--- src/rtl/control_if.sv ---
// control_if: decode/status bundle between the control unit and the datapath.
interface control_if #(parameter int CNT_W = 16);
   logic [5:0]       Opcode;
   logic             zero;
   logic             s_inc;
   logic             s_inm;
   logic             we;
   logic             wez;
   logic [2:0]       ALUOp;
   logic             halted;
   logic             illegal;
   logic [CNT_W-1:0] instr_count;
   modport master (input Opcode, zero,
                   output s_inc, s_inm, we, wez, ALUOp, halted, illegal, instr_count);
   modport slave  (output Opcode, zero,
                   input s_inc, s_inm, we, wez, ALUOp, halted, illegal, instr_count);
endinterface

--- src/rtl/control_unit.sv ---
// control_unit: combinational opcode decode with RUN/HALTED FSM,
// sticky illegal-opcode flag and saturating retired-instruction counter.
module control_unit #(
   parameter int         CNT_W    = 16,
   parameter logic [2:0] LI_ALUOP = 3'b000
) (
   input logic       clk,
   input logic       reset,
   control_if.master bus
);
   typedef enum logic {RUN, HALTED} state_e;
   state_e           state_q, state_d;
   logic             illegal_q, illegal_d;
   logic [CNT_W-1:0] cnt_q, cnt_d;
   logic             s_inc, s_inm, we, wez, is_halt, is_ill;
   logic [2:0]       alu_op;
   logic [5:0]       op;
   assign op = bus.Opcode;
   always_comb begin
      s_inc   = 1'b1;
      s_inm   = 1'b0;
      we      = 1'b0;
      wez     = 1'b0;
      alu_op  = 3'b000;
      is_halt = 1'b0;
      is_ill  = 1'b0;
      if (state_q == HALTED) begin
         s_inc = 1'b0;
      end else if (!op[5]) begin
         alu_op = op[4:2];
         we     = 1'b1;
         wez    = 1'b1;
      end else if (op[5:2] == 4'b1000) begin
         s_inm  = 1'b1;
         alu_op = LI_ALUOP;
         we     = 1'b1;
      end else if (op == 6'b110000) begin
         s_inc = 1'b0;
      end else if (op == 6'b110001) begin
         s_inc = ~bus.zero;
      end else if (op == 6'b110010) begin
         s_inc = bus.zero;
      end else if (op == 6'b111111) begin
         s_inc   = 1'b0;
         is_halt = 1'b1;
      end else begin
         is_ill = 1'b1;
      end
      state_d   = is_halt ? HALTED : state_q;
      illegal_d = illegal_q | is_ill;
      // The HALT instruction itself retires, so counting is gated by the current state only.
      cnt_d     = (state_q == RUN && cnt_q != '1) ? cnt_q + 1'b1 : cnt_q;
   end
   always_ff @(posedge clk or posedge reset) begin
      if (reset) begin
         state_q   <= RUN;
         illegal_q <= 1'b0;
         cnt_q     <= '0;
      end else begin
         state_q   <= state_d;
         illegal_q <= illegal_d;
         cnt_q     <= cnt_d;
      end
   end
   assign bus.s_inc       = s_inc;
   assign bus.s_inm       = s_inm;
   assign bus.we          = we;
   assign bus.wez         = wez;
   assign bus.ALUOp       = alu_op;
   assign bus.halted      = (state_q == HALTED);
   assign bus.illegal     = illegal_q;
   assign bus.instr_count = cnt_q;
endmodule

--- src/flat_wrapper.sv ---
// flat-port wrapper written by rule: the top's interface ports become plain ports
module control_unit_flat 
#(
   parameter int         CNT_W    = 16,
   parameter logic [2:0] LI_ALUOP = 3'b000
)
  (clk, reset, bus_Opcode, bus_zero, bus_s_inc, bus_s_inm, bus_we, bus_wez, bus_ALUOp, bus_halted, bus_illegal, bus_instr_count);
  control_if #(.CNT_W(CNT_W)) bus_i ();
  input logic clk;
  input logic reset;
  input wire logic [$bits(bus_i.Opcode)-1:0] bus_Opcode;
  input wire logic [$bits(bus_i.zero)-1:0] bus_zero;
  output wire logic [$bits(bus_i.s_inc)-1:0] bus_s_inc;
  output wire logic [$bits(bus_i.s_inm)-1:0] bus_s_inm;
  output wire logic [$bits(bus_i.we)-1:0] bus_we;
  output wire logic [$bits(bus_i.wez)-1:0] bus_wez;
  output wire logic [$bits(bus_i.ALUOp)-1:0] bus_ALUOp;
  output wire logic [$bits(bus_i.halted)-1:0] bus_halted;
  output wire logic [$bits(bus_i.illegal)-1:0] bus_illegal;
  output wire logic [$bits(bus_i.instr_count)-1:0] bus_instr_count;
  assign bus_i.Opcode = bus_Opcode;
  assign bus_i.zero = bus_zero;
  assign bus_s_inc = bus_i.s_inc;
  assign bus_s_inm = bus_i.s_inm;
  assign bus_we = bus_i.we;
  assign bus_wez = bus_i.wez;
  assign bus_ALUOp = bus_i.ALUOp;
  assign bus_halted = bus_i.halted;
  assign bus_illegal = bus_i.illegal;
  assign bus_instr_count = bus_i.instr_count;
  control_unit #(.CNT_W(CNT_W), .LI_ALUOP(LI_ALUOP)) u_core (.clk(clk), .reset(reset), .bus(bus_i));
endmodule
--- config.mk ---
export PLATFORM = sky130hd
export DESIGN_NAME = control_unit_flat
export DESIGN_NICKNAME = d
export VERILOG_FILES = /design/src/rtl/control_if.sv /design/src/rtl/control_unit.sv /design/src/flat_wrapper.sv
export SDC_FILE = /design/constraint.sdc
export NUM_CORES = 1
export LEC_CHECK = 0
export ABC_AREA = 1
export CAP_MARGIN = 15
export CORE_MARGIN = 5
export CORE_UTILIZATION = 30
export DETAILED_ROUTE_END_ITERATION = 8
export PLACE_DENSITY = 0.63
export SLEW_MARGIN = 20
export SYNTH_ARGS = -nofsm -noshare
export SYNTH_HDL_FRONTEND = slang
export SYNTH_SLANG_ARGS = --single-unit
--- constraint.sdc ---
create_clock -name clk -period 1.9 [get_ports clk]
set_clock_uncertainty 0.2 [all_clocks]
set_input_delay 0.475 -clock clk [delete_from_list [all_inputs] [get_ports clk]]
set_output_delay 0.475 -clock clk [all_outputs]
set_load 0.01 [all_outputs]
After elaboration in Yosys (flattened, before gate mapping)
Index checks and enable logic that the tools add are counted.
{"block": "totals", "regBits": 18, "latch_bits": 0, "mem_bits_rw": 0, "mem_bits_ro": 0, "input_bits": 9, "out_inout_bits": 25, "wordCells": 43, "n_memories": 0}
{"block": "classes", "add_sub_neg": 1, "mul": 0, "div_mod_pow": 0, "magnitude_cmp": 0, "eq_ne": 6, "n_shift": 0, "mux": 29, "bitwise": 3, "n_reduce_logical": 1}
{"cell": "2-to-1 mux 1 bit", "n": 27}
{"cell": "== test 6 bit, second input constant", "n": 4}
{"cell": "adder 16 x 1 -> 16 bit, second input constant", "n": 1}
{"cell": "!= test 16 bit, second input constant", "n": 1}
{"cell": "2-to-1 mux 3 bit", "n": 2}
{"cell": "== test 4 bit, second input constant", "n": 1}
{"cell": "inverter 1 bit", "n": 2}
{"cell": "logical AND 1 bit", "n": 1}
{"cell": "OR 1 bit", "n": 1}

Longest topological paths before layout
{"block": "depth", "ltp_word": 9, "ltp_mapped": 9, "mapped_depth_nobuf": 8}

Worst setup path after synthesis
OpenSTA, ideal clock, no wires.
{"block": "synth_timing", "path_type": "input -> output", "startpoint": "in bus_Opcode[3]", "endpoint": "out bus_we", "arrival_time_ns": 1.068, "required_time_ns": 1.225, "setup_slack_ns": 0.157, "stages": 5, "n_path_buf": 0, "cell_sequence": "nor2_1 -> nand3_1 -> nand2_1 -> inv_1 -> nor2_1"}
{"block": "synth_between", "elab_chain_len": 4}
{"element": "from (decl)", "line_no": "flat_wrapper.sv:11", "text": "input wire logic [$bits(bus_i.Opcode)-1:0] bus_Opcode;"}
{"element": "== test 4 bit", "line_no": "control_unit.sv:33", "text": "end else if (op[5:2] == 4'b1000) begin"}
{"element": "2-to-1 mux 1 bit", "line_no": "control_unit.sv:33"}
{"element": "2-to-1 mux 1 bit", "line_no": "control_unit.sv:29", "text": "end else if (!op[5]) begin"}
{"element": "2-to-1 mux 1 bit", "line_no": "control_unit.sv:27", "text": "if (state_q == HALTED) begin"}
{"element": "to (decl)", "line_no": "flat_wrapper.sv:15", "text": "output wire logic [$bits(bus_i.we)-1:0] bus_we;"}
No other way between the ends.

Final worst setup path
{"block": "layout_timing", "startpoint": "in bus_Opcode[1]", "endpoint": "out bus_s_inc"}
{"block": "layout_between", "elab_chain_len": 8, "elab_cells_between_ends": 11, "classes_between": "eq/ne (4); mux (7)"}
{"element": "== test 6 bit", "line_no": "control_unit.sv:43", "text": "end else if (op == 6'b111111) begin"}
{"element": "2-to-1 mux 1 bit", "line_no": "control_unit.sv:43"}
{"element": "2-to-1 mux 1 bit", "line_no": "control_unit.sv:41", "text": "end else if (op == 6'b110010) begin"}
{"element": "2-to-1 mux 1 bit", "line_no": "control_unit.sv:39", "text": "end else if (op == 6'b110001) begin"}
{"element": "2-to-1 mux 1 bit (*)", "line_no": "control_unit.sv:37", "text": "end else if (op == 6'b110000) begin"}
{"element": "2-to-1 mux 1 bit (*)", "line_no": "control_unit.sv:33"}
{"element": "2-to-1 mux 1 bit (*)", "line_no": "control_unit.sv:29"}
{"element": "2-to-1 mux 1 bit (*)", "line_no": "control_unit.sv:27"}
{"element": "to (decl)", "line_no": "flat_wrapper.sv:13", "text": "output wire logic [$bits(bus_i.s_inc)-1:0] bus_s_inc;"}
Every way passes the cells marked *; elsewhere a longest branch is shown, timed or not.

==> impl_metrics.csv <==
group,metric,value,unit
place,dp_hpwl,2.37,mm
synth,synth-xor-area-share,4.99,%
cells_and_area,synthToLayoutAreaGrowth,55.7,%
place,portBuffers,33,
power_and_ir_drop,power_density,370,nW/um^2
cells_and_area,n_fill_cell,381,
clocking,cts_hold_buf,0,
synth,yosysWarnings,0,
clocking,numCtsBuffers,3,
timing,fin_crit,1.93,ns
clocking,cts.htree.levels,1,
timing,setup_ws,-0.0276,ns
cells_and_area,final_util,48.2,%
timing,finalCritPeriodShare,101,%
timing,max_freq,0.519,GHz
critical_path,critical_path_class,"primary input to primary output",
floorplan,die_h,74.0,um
detailed_routing,drc_errors,0,
synth,synth_fa_ha_area_share,1.02,%
critical_path,arrival,1.25,ns
detailed_routing,wl_per_cell,11.3,um
synth,synth_nets,184,
critical_path,required,1.22,ns
timing,slew_viol_final,0,
synth,synth_compound_area_share,6.82,%
cells_and_area,final_cell_mix,"48 x nand2_1, 36 x buf_4, 20 x nor2_1",
place,dp_cells,270,
place,preCtsSetupSlack,-0.879,ns
floorplan,design.die.area,5480,sq um
cells_and_area,antenna_cells,0,
cells_and_area,layout-drive-gt1-share,32.5,%
clocking,clock-sinks,18,
cells_and_area,finalInstanceArea,1910,sq um
place,dpl-instance-area,1710,sq um
global_route,gr-total-overflow,0,
timing,hold_viol_final,0,
synth,ys_types,21,
detailed_routing,wl,3.32,mm
global_route,antenna_found_initial,0,
timing,hold_ws,0.284,ns
power_and_ir_drop,total_power,0.707,mW
synth,synth-simple-area-share,41.5,%
detailed_routing,ant_nets,0,
synth,synth_area,1230,sq um
job,cap_violations,0,
critical_path,cp-start-kind,"primary input",
timing,rsz0062_at_grt,"yes",
clocking,cts-root-buf,"clkbuf_8",
synth,synth_mux_area_share,0,%
critical_path,cp_max_fo,3,
floorplan,design.core.area,3970,sq um
detailed_routing,first_iter_violations,59,
power_and_ir_drop,ir_drop,0.281,mV
floorplan,pin_count,34,
synth,synthCells,174,
synth,synth_top_family_by_area,"simple AND/OR/NAND/NOR gates",
clocking,cts_buffer_depth,2,
global_route,grt_pass1_vias,1244,
status,violations,"negative setup slack",
cells_and_area,final_common_cell,"nand2_1",
critical_path,endpoint_kind,"primary output",
global_route,grt_util_all_layers,12.8,%
floorplan,rows,23,
detailed_routing,detail_route.vias_per_cell,4.60,
timing,finalSetupTns,-0.0276,ns
hold_path,worstHoldPathType,"register to register",
clocking,clkTransAtPathRegs,0.06,ns
detailed_routing,dr_total_vias,1347,
timing,slew_headroom,80.9,%
clocking,cts_tree,"done",
global_route,grt_max_degree,21,
cells_and_area,final_cells,293,
power_and_ir_drop,leakage,0.988,nW
place,gp_congestion,0.794,
detailed_routing,drt-pass1-iter-count,4,
timing,setup_viol,1,
floorplan,start_util,30.9,%
synth,synth_area_per_cell,7.06,sq um
floorplan,fp.dieW,74.0,um
status,status,"finished, violations left",
cells_and_area,finalNetCount,255,
clocking,clk_latency,0.25,ns
synth,ys_seq_area_share,36.7,%
synth,synth_seq_cells,18,
global_route,grt_pass1_wl,5.49,mm
timing,worstMarginPinSlew,0.286,ns
[final timing paths]
| check | end | from | cells after the start | slack (ns) |
|---|---|---|---|---|
| max in group asynchronous | u_core.bus.instr_count[2]$_DFFE_PP0P_ | reset | 3 | 0.95 |
| max | bus_s_inc | bus_Opcode[1] | 6 | -0.03 |
| min reg2reg | u_core.bus.illegal$_DFF_PP0_ | u_core.bus.illegal$_DFF_PP0_ | 1 | 0.28 |
| min | u_core.bus.illegal$_DFF_PP0_ | u_core.bus.illegal$_DFF_PP0_ | 1 | 0.28 |
| max reg2reg | u_core.bus.instr_count[7]$_DFFE_PP0P_ | u_core.bus.instr_count[0]$_DFFE_PP0P_ | 8 | 0.25 |
| min in group asynchronous | u_core.bus.instr_count[15]$_DFFE_PP0P_ | reset | 3 | 0.33 |
[area by class of cell]
type                            instances  area [sq um]  area share (%)
Clock buffer                            3          41.3            2.16
Inverter                               20          75.1            3.92
Multi-Input combinational cell        132           713            37.3
Tap cell                               50          62.6            3.27
Timing Repair Buffer                   70           569            29.8
Sequential cell                        18           452            23.6
[layer usage]
layer / global-route usage, % / vias up / routed length (um)
met5: 0 / - / 0
li1: - / 693 / -
met1: 16.6 / 617 / 1440
met3: 2.57 / 6 / 127
met4: 3.22 / 0 / 35
met2: 21.9 / 31 / 1720
[sequential cells by signal, summed over array words and instances (netlist names)]
register                flops
u_core.bus.halted           1
u_core.bus.illegal          1
u_core.bus.instr_count     16
[worst max-delay path: stages]
cell and delay (ns):
dlygate4sd2_1 0.26, inv_1 0.09, nand4_1 0.14, nand3_2 0.12
nor2_1 0.04, buf_2 0.13
[cell usage after synthesis, drive strengths merged]
| cell | count | area share [%] |
|---|---|---|
| nand2 | 56 | 19 |
| nor2 | 25 | 8.0 |
| nand3 | 22 | 9.8 |
| inv | 20 | 6.1 |
| dfrtp | 18 | 37 |
| o21ai | 10 | 6.2 |
| nand4 | 8 | 4.1 |
| xor2 | 7 | 5.0 |
| buf | 4 | 2.9 |
| and2 | 1 | 0.51 |
| ha | 1 | 1.0 |
| nand3b | 1 | 0.61 |
| o21bai | 1 | 0.61 |
[where the power goes]
| group | internal, mW | switching (mW) |
|---|---|---|
| registers | 0.383 | 0 |
| logic | 0.0311 | 0.0292 |
| clock network | 0.141 | 0.123 |
| total | 0.555 | 0.152 |
[what timing repair did]
action,4_1_cts,5_1_grt
pin swaps,8,8
endpoints found under the setup margin,21,23
gates resized for setup,50,18
setup buffers,21,0
[logic make-up after synthesis]
kind of cell,Yosys count
compound gates,11
xor+xnor,7
fa+ha+maj,1
buf+inv,24
flops,18
simple gates,113
Note: power is estimated with default switching activity, not from simulation.
